<file path="config.mk">
export PLATFORM = sky130hd
export DESIGN_NAME = regbank_wb_arbiter
export DESIGN_NICKNAME = d
export VERILOG_FILES = /design/src/rtl/regbank_wb_arbiter.sv
export SDC_FILE = /design/constraint.sdc
export NUM_CORES = 1
export LEC_CHECK = 0
export CORE_MARGIN = 2
export CORE_UTILIZATION = 42
export CTS_CLUSTER_DIAMETER = 40
export DETAILED_ROUTE_END_ITERATION = 8
export PLACE_DENSITY_LB_ADDON = 0.12
export SYNTH_ARGS = -nofsm -noshare
export SYNTH_HDL_FRONTEND = slang
export SYNTH_SLANG_ARGS = --single-unit
</file>
<file path="constraint.sdc">
create_clock -name clk -period 2.5 [get_ports clk]
set_input_delay 0.375 -clock clk [delete_from_list [all_inputs] [get_ports clk]]
set_output_delay 0.375 -clock clk [all_outputs]
set_load 0.02 [all_outputs]
</file>
<file path="src/rtl/regbank_wb_arbiter.sv">
// Round-robin writeback arbiter for the register bank write port, plus a per-register pending scoreboard.
// Grant is combinational; the granted write reaches the bank one cycle later. There is no backpressure: one grant per cycle with any valid request.
module regbank_wb_arbiter #(
  parameter int WIDTH = 64,
  parameter int DEPTH = 32,
  parameter int N_REQ = 2,
  localparam int AW = $clog2(DEPTH)
) (
  input  logic                   clk,
  input  logic                   rst_n,
  input  logic [N_REQ-1:0]       req_valid,
  input  logic [N_REQ*AW-1:0]    req_addr,
  input  logic [N_REQ*WIDTH-1:0] req_data,
  output logic [N_REQ-1:0]       req_ready,
  output logic                   wen,
  output logic [AW-1:0]          wa,
  output logic [WIDTH-1:0]       wd,
  input  logic                   iss_valid,
  input  logic [AW-1:0]          iss_rd,
  input  logic [AW-1:0]          ra1,
  input  logic [AW-1:0]          ra2,
  output logic                   busy1,
  output logic                   busy2,
  output logic                   err_waw
);

  localparam int PW = (N_REQ > 1) ? $clog2(N_REQ) : 1;

  logic [N_REQ-1:0] gnt;
  logic [PW-1:0]    gnt_idx;
  logic             any_gnt;
  logic [AW-1:0]    sel_addr;
  logic [WIDTH-1:0] sel_data;

  logic             wen_q, wen_d;
  logic [AW-1:0]    wa_q, wa_d;
  logic [WIDTH-1:0] wd_q, wd_d;
  logic [PW-1:0]    rr_ptr_q, rr_ptr_d;
  logic [DEPTH-1:0] pend_q, pend_d;
  logic             err_waw_q, err_waw_d;

  // Search starts one past the last winner and wraps around.
  always_comb begin
    logic [PW-1:0] idx;
    gnt     = '0;
    gnt_idx = rr_ptr_q;
    any_gnt = 1'b0;
    idx     = '0;
    for (int k = 1; k <= N_REQ; k++) begin
      idx = PW'((int'(rr_ptr_q) + k) % N_REQ);
      if (!any_gnt && req_valid[idx]) begin
        any_gnt  = 1'b1;
        gnt[idx] = 1'b1;
        gnt_idx  = idx;
      end
    end
  end

  always_comb begin
    sel_addr = '0;
    sel_data = '0;
    for (int i = 0; i < N_REQ; i++) begin
      if (gnt[i]) begin
        sel_addr = req_addr[i*AW +: AW];
        sel_data = req_data[i*WIDTH +: WIDTH];
      end
    end
  end

  always_comb begin
    wen_d    = any_gnt && (sel_addr != '0);
    wa_d     = any_gnt ? sel_addr : wa_q;
    wd_d     = any_gnt ? sel_data : wd_q;
    rr_ptr_d = any_gnt ? gnt_idx : rr_ptr_q;
  end

  // A new issue to a register wins over the commit of its previous producer.
  always_comb begin
    pend_d = pend_q;
    for (int r = 1; r < DEPTH; r++) begin
      if (iss_valid && (iss_rd == AW'(r)))
        pend_d[r] = 1'b1;
      else if (wen_q && (wa_q == AW'(r)))
        pend_d[r] = 1'b0;
    end
    pend_d[0] = 1'b0;
  end

  always_comb begin
    err_waw_d = err_waw_q;
    if (iss_valid && (iss_rd != '0) && pend_q[iss_rd] && !(wen_q && (wa_q == iss_rd)))
      err_waw_d = 1'b1;
  end

  always_ff @(posedge clk or negedge rst_n) begin
    if (!rst_n) begin
      wen_q     <= 1'b0;
      wa_q      <= '0;
      wd_q      <= '0;
      rr_ptr_q  <= PW'(N_REQ - 1);
      pend_q    <= '0;
      err_waw_q <= 1'b0;
    end else begin
      wen_q     <= wen_d;
      wa_q      <= wa_d;
      wd_q      <= wd_d;
      rr_ptr_q  <= rr_ptr_d;
      pend_q    <= pend_d;
      err_waw_q <= err_waw_d;
    end
  end

  assign req_ready = rst_n ? gnt : '0;
  assign wen       = wen_q;
  assign wa        = wa_q;
  assign wd        = wd_q;
  assign busy1     = pend_q[ra1];
  assign busy2     = pend_q[ra2];
  assign err_waw   = err_waw_q;

endmodule

</file>
* Word-level counts from Yosys, hierarchy flattened *
Cells that the tools add are included.

cells by class
  $add $sub $neg = 2
  magnitude comparators = 7
  equal/unequal tests = 63
  multiplexer cells = 87
  bitwise operators = 1
  reduce and logical (&&, ||, !) cells = 107

operators by type and width
  operator                                                                       number
  5-bit equality test (second input constant)                                    32
  64-bit 2-to-1 mux                                                              2
  5-bit by 4-bit equality test with 1-bit output (second input constant)         16
  1-bit 2-to-1 mux                                                               75
  1-bit logical AND                                                              70
  2-bit nonzero test                                                             32
  5-bit by 3-bit equality test with 1-bit output (second input constant)         8
  5-bit by 2-bit equality test with 1-bit output (second input constant)         4
  5-bit by 6-bit less-than comparator with 1-bit output (second input constant)  3
  1-bit binary-select mux with 5-bit select                                      3
  5-bit by 1-bit equality test with 1-bit output (second input constant)         2
  5-bit 2-to-1 mux                                                               2
  5-bit nonzero test                                                             2
  2-bit 2-to-1 mux                                                               3
  5-bit equality test                                                            1
  1-bit by 2-bit less-than comparator with 1-bit output (second input constant)  2
  1-bit adder (second input constant)                                            2
  1-bit demux with 1-bit select                                                  2
  1-bit greater-or-equal comparator (second input constant)                      2
  1-bit zero test                                                                2
  2-bit OR                                                                       1
  2-bit AND reduction                                                            1

storage, ports and cells
  flip-flop bits (word level) = 103
  output and inout port bits = 75
  word-level logic and storage cells = 303

* Logic depth before layout (Yosys ltp) *
Gate-level depths: netlist (run 1).

  word-level depth = 12
  depth in mapped cells = 7

* Worst setup path before layout (run 1) *
Ideal clock, no wire load.

  path type = input port to output port
  start point = in ra1[0]
  end point = out busy1
  arrival time = 1.894 ns
  slack = 0.231 ns
  cell stages on the path = 4
  buffers on the path = 1
  path through = buf_2 -> mux4_2 -> mux4_2 -> mux2_2

between the ends
  word-level cells in the longest chain between the ends = 2

ends and longest elaborated chain
  what                                       RTL line  source
  from (decl)                                20        input logic [AW-1:0] ra1,
  1-bit binary-select mux with 5-bit select  117       assign busy1 = pend_q[ra1];
  1-bit 2-to-1 mux (not written as such)     117
  to (decl)                                  22        output logic busy1,

No other way between the ends. The select of a mux whose other input is x is not followed.

* Worst setup path after layout (run 1) *
  start point = reg pend_q[6]
  end point = out busy2

between the ends
  word-level cells in the longest chain between the ends = 2

ends and longest elaborated chain
  what                                       RTL line  source
  from (decl)                                39        logic [DEPTH-1:0] pend_q, pend_d;
  from (signal assigned)                     108       pend_q <= pend_d;
  1-bit binary-select mux with 5-bit select  118       assign busy2 = pend_q[ra2];
  1-bit 2-to-1 mux (not written as such)     118
  to (decl)                                  23        output logic busy2,

No other way between the ends. The select of a mux whose other input is x is not followed.

==> run summary, run 1 <==
The number of rows created at floorplan came out at 40. The starting utilization of the core area is a little over two fifths. Setup repair after global routing could not meet its margin everywhere. In this run the worst setup path terminates at busy2. The area growth from synthesis to layout is 57.7%. Setup slack on the critical path of the routed design comes to -14.9 ps. The total overflow left after global routing is 0. The number of detailed-route iterations in the first pass came out at 5. The number of port buffers came out at approximately 230. At the end of routability-driven placement, the weighted congestion stood at about 0.93. The insertion delay to the later sink of the worst-skew pair is between 300 and 400 ps.

The path class of the tightest hold or removal check is input pin to asynchronous set/reset pin. The required time reported for the critical path endpoint is around 2100 ps. 0 antenna diodes ended up in the layout. Entering global routing, the biggest net connects 66 pins.

The number of endpoints with negative hold slack in the final report came out at 0. The final critical-path share of the clock period came out at 101%. The detailed-route via count is between 5000 and 6000. The H-tree generated during clock tree synthesis spans 3 levels. The half-perimeter wire length after placement came out at ~14 mm. Once detail routing completed, the nets flagged for antenna violations numbered 0. The areal power density over the cells came out at between 700 and 800 mW/mm2. CTS placed an instance of clkbuf_16 at the clock tree root.

Of all nets on the critical path, the largest fanout is 4. The maximum achievable frequency is a little under 400 MHz. The number of global-route vias before repair came out at 5509. The area after detailed placement came out at ~0.0077 mm2. The post-synthesis cell type count is 35. At the pin with the least slew margin, the transition time is ~830 ps.

The worst setup path is launched from a register. The CTS buffer count is 9. In this run the critical register-to-register path is captured at err_waw. The final design utilization came out at approximately 67%. For this design the static power due to leakage is about 3.2 nW. The total non-filler cell area in the finished layout is approximately 0.0081 mm2. The start point of the critical path is pend_q[6]. The aggregate negative setup slack is -28.1 ps. The total wirelength of the detailed-routed design is approximately 18 mm. The run finished, with violations left. The netlist area before placement came out at 0.00511 mm2. The worst setup path is of the register to primary output kind. The max-cap violation count is 0. TritonCTS built the clock tree. The placeable core area came out at roughly 0.012 mm2. The non-filler instance count after layout came out at between 900 and 1000. For this block, the initial DRC count from the detailed router was approximately 420. Across all hold checks on the routed design, the worst slack comes to roughly 250 ps. The detail-routed net length per standard cell came out at 19.8 um. The post-synthesis average cell area is between 9 and 10 um2.

The final critical-path required period is ~2500 ps. The startpoint of the most critical register-to-register path is pend_q[26]. The final-stage net count is 918.

The filler cell count is between 900 and 1000. The number of placed instances, taps included, is between 800 and 900. The area enclosed by the die boundary is about 0.013 mm2. The initial antenna violation count is 0. The sequential cell area fraction in the yosys report came out at 50.4%. The floorplan die height came out at 114 um. The first global-routing pass estimated 28.5 mm of wire. The count of boundary I/O pins is between 200 and 250. Timing analysis after detailed placement gives a worst setup slack of -700 ps. The tightest slew margin relative to the limit is between 40 and 50%. The worst-case clock buffer depth came out at 2. The checks that failed: setup timing. The per-cell via count in the routed design is 5.73. The flip-flop and latch count after synthesis is ~100. The worst setup path is captured at a primary output. The width of the die came out at approximately 110 um. Global routing used roughly 28% of the available tracks. The post-synthesis cell count came out at about 520. The max-slew violation count came to 0. The worst clock skew on the final layout is just under 8 ps. The worst-case register-to-register setup slack came out at 730 ps. The total nets after synthesis came out at just under 700. The worst voltage drop across the vdd grid came out at 0.539 mV. The number of warnings reported in the yosys synthesis log came out at 0. The total of endpoints with negative setup slack in the final report came out at 2. The total DRC errors in the routed layout came out at 0. The worst register-to-register path has a depth of 5. Cells with a size suffix above 1 make up about an eighth of the layout.

Power comes to about 6.0 mW. Clock-pin slew was measured on the worst setup and hold paths at approximately 70 ps. The data arrival time of the worst path is roughly 2100 ps.

The total number of clock tree sinks is 103.
[worst min-delay path by stage]
stage | end | slack (ps) | cells after the start
2_1_floorplan | err_waw | 80 | 0
3_3_place_gp | rr_ptr_q | 500 | 2
3_5_place_dp | wd[23] | 510 | 2
4_1_cts | wd[32] | 280 | 2
5_1_grt | wd[33] | 320 | 2
6_report | wd[33] | 250 | 2
[sequential cells by signal, summed over array words and instances, names as in the netlist]
register / count
wd: 64
wa: 5
rr_ptr_q: 1
pend_q: 31
wen: 1
err_waw: 1
[routing by layer]
layer	vias up	GRT usage, %	wire length, um
li1	2366	-	-
met1	2561	32.5	6750
met2	248	48.5	9060
met3	53	9.69	1560
met4	0	12.4	719
met5	-	0	0
[what timing repair did]
action                                  in CTS  in global routing
endpoints found under the setup margin       2                  2
gates resized for setup                     25                  1
hold buffers                                 0                  0
gates cloned                                 2                  0
setup buffers                                4                  0
[report_power, final]
group | switching (mW) | total [mW] | internal (mW)
logic | 0.888 | 2.05 | 1.16
registers | 0.413 | 2.47 | 2.05
clock network | 0.630 | 1.47 | 0.836
[cells in the mapped netlist]
master | n | area (um2)
xnor2_1 | 1 | 8.76
nand3_1 | 7 | 35.0
or4_1 | 2 | 15.0
mux2_2 | 6 | 67.6
inv_1 | 3 | 11.3
nor2_1 | 144 | 541
mux2i_1 | 8 | 80.1
xor2_1 | 4 | 35.0
buf_1 | 4 | 15.0
o21ai_0 | 63 | 315
a31o_2 | 1 | 8.76
o311a_1 | 1 | 10.0
o41ai_1 | 1 | 8.76
buf_2 | 4 | 20.0
o22ai_1 | 70 | 438
or3b_2 | 1 | 8.76
o221ai_1 | 1 | 8.76
nor2b_1 | 7 | 43.8
a211oi_1 | 1 | 7.51
nand2b_1 | 8 | 50.1
a221oi_1 | 2 | 17.5
o221a_2 | 1 | 11.3
nand3b_1 | 2 | 15.0
nand2_1 | 12 | 45.0
mux4_2 | 23 | 518
and3_1 | 2 | 12.5
dfrtp_1 | 102 | 2550
clkbuf_1 | 31 | 116
nand4b_1 | 2 | 17.5
a31oi_1 | 1 | 6.26
nor4_1 | 1 | 6.26
nand4_1 | 2 | 12.5
dfstp_2 | 1 | 26.3
a21oi_1 | 1 | 5.00
or2_2 | 4 | 25.0
[cell usage in the layout, fill, tap and decap left out, types with 8 or more instances in the layout]
master and n:
clkdlybuf4s50_1 225, nor2_1 144, dfrtp_1 102, o22ai_1 70, o21ai_0 63, buf_4 28, mux4_2 23, nand2_1 10
clkbuf_16 9, nand2b_1 8, mux2i_1 8
[cell families (layout without fill, tap and decap cells)]
family | count (synthesis) | count (layout) | synth area share (%)
compound gates | 143 | 143 | 16.4
mux | 37 | 37 | 13.0
flops | 103 | 103 | 50.4
buf+inv | 42 | 283 | 3.18
simple gates | 194 | 194 | 16.2
xor+xnor | 5 | 5 | 0.856
[layout make-up]
type	count	area (um2)	area share, %
repair buffers	264	2600	32.2
clock inverters	4	52.6	0.651
flip-flops and latches	103	2580	32.0
clock buffers	12	256	3.18
multi-input cells	379	2390	29.6
well taps	147	184	2.28
inverters	3	11.3	0.140
[worst max-delay path, cell delays in order (launching register included)]
cell and delay, ps:
dfrtp_1 440, mux4_2 480, mux4_2 460, mux2_4 280, buf_6 130
No activity file was read; power rests on OpenSTA's default activity.
==> run 2: changes to the inputs <==
--- a/config.mk
+++ b/config.mk
@@ -5,6 +5,7 @@
 export SDC_FILE = /design/constraint.sdc
 export NUM_CORES = 1
 export LEC_CHECK = 0
+export CAP_MARGIN = 10
 export CORE_MARGIN = 2
 export CORE_UTILIZATION = 42
 export CTS_CLUSTER_DIAMETER = 40
==> results of run 2 <==
The final DEF is identical to that of run 1; final timing and power are the same.
